File: src/rtl/mips_pkg.sv
// Shared constants for the multicycle MIPS control path: state codes,
// supported opcodes and datapath mux/ALU encodings.
package mips_pkg;

  localparam int unsigned ANCHO_ESTADO = 4;
  localparam int unsigned ANCHO_OPC    = 6;

  typedef logic [ANCHO_ESTADO-1:0] estado_t;

  localparam estado_t FETCH  = 4'd0;
  localparam estado_t DECODE = 4'd1;
  localparam estado_t MEMADR = 4'd2;
  localparam estado_t MEMRD  = 4'd3;
  localparam estado_t MEMWB  = 4'd4;
  localparam estado_t MEMWR  = 4'd5;
  localparam estado_t EXEC   = 4'd6;
  localparam estado_t RWB    = 4'd7;
  localparam estado_t BRANCH = 4'd8;
  localparam estado_t JUMP   = 4'd9;
  localparam estado_t ADDIEX = 4'd10;
  localparam estado_t ADDIWB = 4'd11;

  localparam logic [ANCHO_OPC-1:0] OP_R    = 6'b000000;
  localparam logic [ANCHO_OPC-1:0] OP_LW   = 6'b100011;
  localparam logic [ANCHO_OPC-1:0] OP_SW   = 6'b101011;
  localparam logic [ANCHO_OPC-1:0] OP_BEQ  = 6'b000100;
  localparam logic [ANCHO_OPC-1:0] OP_J    = 6'b000010;
  localparam logic [ANCHO_OPC-1:0] OP_ADDI = 6'b001000;

  localparam logic [1:0] SRCB_B      = 2'b00;
  localparam logic [1:0] SRCB_CUATRO = 2'b01;
  localparam logic [1:0] SRCB_IMM    = 2'b10;
  localparam logic [1:0] SRCB_IMM_SH = 2'b11;

  localparam logic [1:0] ALUOP_ADD   = 2'b00;
  localparam logic [1:0] ALUOP_SUB   = 2'b01;
  localparam logic [1:0] ALUOP_FUNCT = 2'b10;

  localparam logic [1:0] PCF_ALU    = 2'b00;
  localparam logic [1:0] PCF_ALUOUT = 2'b01;
  localparam logic [1:0] PCF_JUMP   = 2'b10;

  function automatic logic opcode_valido(input logic [ANCHO_OPC-1:0] op);
    return (op == OP_R) || (op == OP_LW) || (op == OP_SW) ||
           (op == OP_BEQ) || (op == OP_J) || (op == OP_ADDI);
  endfunction

endpackage

File: src/rtl/control_multiciclo.sv
// Moore control FSM for the shared multicycle MIPS datapath, with memory
// wait states and a sticky unsupported-opcode flag.
module control_multiciclo
  import mips_pkg::*;
#(
  parameter int unsigned ANCHO_OP = 6
) (
  input  logic                clk,
  input  logic                rst,
  input  logic [ANCHO_OP-1:0] opcode,
  input  logic                cero,
  input  logic                mem_listo,
  output logic                pc_escribe,
  output logic                i_o_d,
  output logic                mem_leer,
  output logic                mem_escribir,
  output logic                ir_escribe,
  output logic                reg_dst,
  output logic                mem_a_reg,
  output logic                reg_escribe,
  output logic                alu_src_a,
  output logic [1:0]          alu_src_b,
  output logic [1:0]          alu_op,
  output logic [1:0]          pc_fuente,
  output logic                instr_fin,
  output logic                instr_invalida
);

  estado_t             estado;
  estado_t             estado_sig;
  logic [ANCHO_OPC-1:0] op;
  logic                op_ok;

  assign op    = ANCHO_OPC'(opcode);
  assign op_ok = opcode_valido(op);

  always_ff @(posedge clk) begin
    if (rst) begin
      estado         <= FETCH;
      instr_invalida <= 1'b0;
    end else begin
      estado <= estado_sig;
      if (estado == DECODE && !op_ok) instr_invalida <= 1'b1;
    end
  end

  // Next-state: only FETCH, MEMRD and MEMWR look at mem_listo.
  always_comb begin
    estado_sig = FETCH;
    case (estado)
      FETCH:  estado_sig = mem_listo ? DECODE : FETCH;
      DECODE: begin
        case (op)
          OP_R:          estado_sig = EXEC;
          OP_LW, OP_SW:  estado_sig = MEMADR;
          OP_BEQ:        estado_sig = BRANCH;
          OP_J:          estado_sig = JUMP;
          OP_ADDI:       estado_sig = ADDIEX;
          default:       estado_sig = FETCH;
        endcase
      end
      MEMADR: estado_sig = (op == OP_LW) ? MEMRD : MEMWR;
      MEMRD:  estado_sig = mem_listo ? MEMWB : MEMRD;
      MEMWB:  estado_sig = FETCH;
      MEMWR:  estado_sig = mem_listo ? FETCH : MEMWR;
      EXEC:   estado_sig = RWB;
      RWB:    estado_sig = FETCH;
      BRANCH: estado_sig = FETCH;
      JUMP:   estado_sig = FETCH;
      ADDIEX: estado_sig = ADDIWB;
      ADDIWB: estado_sig = FETCH;
      default: estado_sig = FETCH;
    endcase
  end

  always_comb begin
    pc_escribe   = 1'b0;
    i_o_d        = 1'b0;
    mem_leer     = 1'b0;
    mem_escribir = 1'b0;
    ir_escribe   = 1'b0;
    reg_dst      = 1'b0;
    mem_a_reg    = 1'b0;
    reg_escribe  = 1'b0;
    alu_src_a    = 1'b0;
    alu_src_b    = SRCB_B;
    alu_op       = ALUOP_ADD;
    pc_fuente    = PCF_ALU;
    instr_fin    = 1'b0;
    case (estado)
      FETCH: begin
        mem_leer   = 1'b1;
        alu_src_b  = SRCB_CUATRO;
        ir_escribe = mem_listo;
        pc_escribe = mem_listo;
      end
      DECODE: begin
        alu_src_b = SRCB_IMM_SH;
        instr_fin = !op_ok;
      end
      MEMADR: begin
        alu_src_a = 1'b1;
        alu_src_b = SRCB_IMM;
      end
      MEMRD: begin
        i_o_d    = 1'b1;
        mem_leer = 1'b1;
      end
      MEMWB: begin
        mem_a_reg   = 1'b1;
        reg_escribe = 1'b1;
        instr_fin   = 1'b1;
      end
      MEMWR: begin
        i_o_d        = 1'b1;
        mem_escribir = 1'b1;
        instr_fin    = mem_listo;
      end
      EXEC: begin
        alu_src_a = 1'b1;
        alu_op    = ALUOP_FUNCT;
      end
      RWB: begin
        reg_dst     = 1'b1;
        reg_escribe = 1'b1;
        instr_fin   = 1'b1;
      end
      BRANCH: begin
        alu_src_a  = 1'b1;
        alu_op     = ALUOP_SUB;
        pc_fuente  = PCF_ALUOUT;
        pc_escribe = cero;
        instr_fin  = 1'b1;
      end
      JUMP: begin
        pc_fuente  = PCF_JUMP;
        pc_escribe = 1'b1;
        instr_fin  = 1'b1;
      end
      ADDIEX: begin
        alu_src_a = 1'b1;
        alu_src_b = SRCB_IMM;
      end
      ADDIWB: begin
        reg_escribe = 1'b1;
        instr_fin   = 1'b1;
      end
      default: ;
    endcase
    // State decodes live during reset, so keep every write enable inert.
    if (rst) begin
      pc_escribe   = 1'b0;
      ir_escribe   = 1'b0;
      reg_escribe  = 1'b0;
      mem_escribir = 1'b0;
    end
  end

endmodule

File: config.mk
export PLATFORM = sky130hd
export DESIGN_NAME = control_multiciclo
export DESIGN_NICKNAME = d
export VERILOG_FILES = /design/src/rtl/mips_pkg.sv /design/src/rtl/control_multiciclo.sv
export SDC_FILE = /design/constraint.sdc
export NUM_CORES = 1
export LEC_CHECK = 0
export CORE_MARGIN = 5
export CORE_UTILIZATION = 40
export CTS_CLUSTER_DIAMETER = 60
export DETAILED_ROUTE_END_ITERATION = 8
export GPL_ROUTABILITY_DRIVEN = 0
export HOLD_SLACK_MARGIN = 0.06
export PLACE_DENSITY_LB_ADDON = 0.15
export SKIP_CTS_REPAIR_TIMING = 1
export SLEW_MARGIN = 0
export SYNTH_ARGS = -nofsm -noshare
export SYNTH_HDL_FRONTEND = slang
export SYNTH_SLANG_ARGS = --single-unit
File: constraint.sdc
create_clock -name clk -period 2 [get_ports clk]
set_input_delay 0.3 -clock clk [delete_from_list [all_inputs] [get_ports clk]]
set_output_delay 0.3 -clock clk [all_outputs]
set_load 0.03 [all_outputs]
==> flow_summary.yaml <==
setup_path:
  critPathRequiredTime_ns: 2.15
  cp_num_buf_inv: 2
  startpoint_type: "input port"
  slowest_delay_ns: 0.53
  endpoint_kind: "flip-flop"
  arrival_ns: 2.05
  startpoint: "opcode[0]"
  path_cells: "clkdlybuf4s50_1 -> buf_4 -> or4_4 -> or3_1 -> a311oi_2"
  critPathSlowestCell: "or4_4"
  worst-setup-path-type: "in2reg"
  rr_startpoint: "estado[1]"
  cp_top_family: "simple AND/OR/NAND/NOR gates"
  critPathMaxFanout: 3
clocking:
  insertion_delay_ns: 0.23
  cts_root_buffer: "clkbuf_4"
  cts_tree: "yes"
  cts.reportedPaths.clkPinSlew_ns: 0.04
  cts_max_level: 1
  cts_buffer_depth: 2
  cts.sinks: 5
  cts_made_buffers: 3
global_routing:
  grt_pass1_vias: 775
  grt_max_degree: 18
  antenna_found_initial: 0
  grt_use_total_pct: 16.1
  gr-total-overflow: 0
  grt_pass1_wl_mm: 3.19
logic_synthesis:
  yosys.area.top_type_share_pct: 16.7
  yosysSeqAreaShare_pct: 16.7
  synthTopCellsByArea: "dfxtp_1 (17%), nor2_1 (13%), a21oi_1 (7.5%)"
  synth_area_per_cell_um2: 6.53
  netlist_area_um2: 601
  ys_types: 35
  synth_nets: 102
  synthFlopType: "dfxtp_1"
  synth_cells: 92
  yosysWarnings: 0
  async_reset_ff_share_pct: 0
  ys_ff_latch: 5
  synth_largest_area_cell: "dfxtp_1"
  synth_edf_count: 0
sta:
  worst_pin_slew_ns: 0.390
  holdWs_ns: 0.537
  finalCriticalPeriod_ns: 1.91
  hold_violations: 0
  relSlewSlack_pct: 73.8
  fin_tns_setup_ns: 0
  fmax_mhz: 525
  finalSetupViolCount: 0
  skew_ns: 0.000939
  grt_setup_unrepaired: "false"
  fin_crit_sh_pct: 95.3
  drv_slew: 0
cells_and_area:
  antennaDiodeCount: 0
  utilization_pct: 75.9
  area_growth_pct: 85.8
  finalInstanceArea_um2: 1120
  layout.nets: 150
  drive_gt1_share_pct: 27.3
placement:
  place_area_um2: 1050
  post-dp-hpwl_mm: 1.61
  portBuffers: 26
power_and_ir_drop:
  swShare_pct: 32.1
  power.total_w: 0.000387
  power_frac_seq_pct: 28.4
  p_int_w: 0.000263
  clkPwrFrac_pct: 28.9
  pwr-share-comb_pct: 42.7
  p_switching_w: 0.000124
  p_leak_nw: 0.599
  vdd_ir_drop_max_mv: 0.299
  power_density_nw_per_um2: 347
flow_run:
  drv_cap: 0
route:
  first_iter_violations: 19
  post-route-drc-count: 0
  firstDrtPassIters: 4
  wire_per_inst_um: 12.8
  ant_nets: 0
  wl_mm: 1.98
  vias: 838
  vias_per_cell: 5.41
status:
  outcome: "finished clean"
floorplan:
  start_util_pct: 40.8
  die_area_um2: 2380
  std_cell_rows: 14
  core_um2: 1470
  ioPinCount: 27
  die_w_um: 48.8
  die_h_um: 48.8
min_path:
  hold_class: "reg2reg"
  hp-start: "instr_invalida"
==> registers in the layout, indices dropped and copies added, names as in the netlist <==
signal          flops
estado              4
instr_invalida      1
==> per-stage QoR <==
stage | setup slack, ns | cells
after global placement | -0.249 | 151
final | 0.0941 | 155
after global routing | 0.0218 | 155
after CTS | -0.303 | 155
after floorplan | 0.124 | 92
after detailed placement | -0.300 | 151
==> final timing paths <==
kind / slack, ns / endpoint / cells past startpoint
setup / recovery: 0.09 / estado[2] / 5
hold / removal: 0.54 / instr_invalida / 2
setup reg to reg: 0.27 / estado[2] / 4
hold reg to reg: 0.54 / instr_invalida / 2
==> worst min-delay path: cells and delay by family, from the launching register on <==
family             cells  cell delay, ns
DFF                    1            0.32
AOI/OAI and AO/OA      1            0.07
and+or+nand+nor        1            0.10
==> kinds of logic after synthesis <==
family	Yosys count	share of synthesized area [%]
buffers and inverters	8	5.00
multiplexers	1	1.67
XOR/XNOR	2	2.92
AND/OR/NAND/NOR	48	41.3
AO/OA/AOI/OAI	28	32.5
flip-flops	5	16.7
==> synthesized netlist by cell type (all sizes together) (2+ instances only) <==
library cell	number
or3	3
dfxtp	5
clkbuf	6
o22a	2
nand2	5
o32ai	2
a21oi	9
nand3	2
nor2	20
nand2b	6
nor3b	2
a211oi	2
o21ai	4
nor3	2
or2	2
nor4	2
==> layer usage <==
layer  vias to the layer above  routed length [um]  GRT usage, %
met5                         -                   0             0
met4                         0                   0          5.83
met3                         0                 100          2.76
met2                        26                1050          30.9
met1                       383                 828          17.0
li1                        429                   -             -
==> power groups by stage <==
stage               sequential, W  clock (W)  combinational, W
floorplan                0.000113          0         0.0000753
global placement         0.000111          0          0.000162
detailed placement       0.000111          0          0.000165
CTS                      0.000110   0.000115          0.000165
global route             0.000111   0.000123          0.000179
finish                   0.000110   0.000112          0.000165
==> cell usage in the layout, fill, tap and decap left out, types with 3 or more instances in the layout <==
cell type,netlist,routed
a21oi_1,9,9
buf_4,0,27
clkbuf_4,0,3
clkdlybuf4s50_1,0,10
dfxtp_1,5,4
dlymetal6s2s_1,0,12
nand2_1,5,5
nand2b_1,5,5
nor2_1,20,20
o21ai_0,4,4
or3_1,3,3
==> cell type report <==
cell class                 instances  area [um2]
multi-input combinational         79         492
timing repair buffer              50         473
sequential                         5         101
fill                             119         355
clock buffer                       4        26.3
tap                               16        20.0
inverter                           1        3.75
No activity file was read; power rests on OpenSTA's default activity.
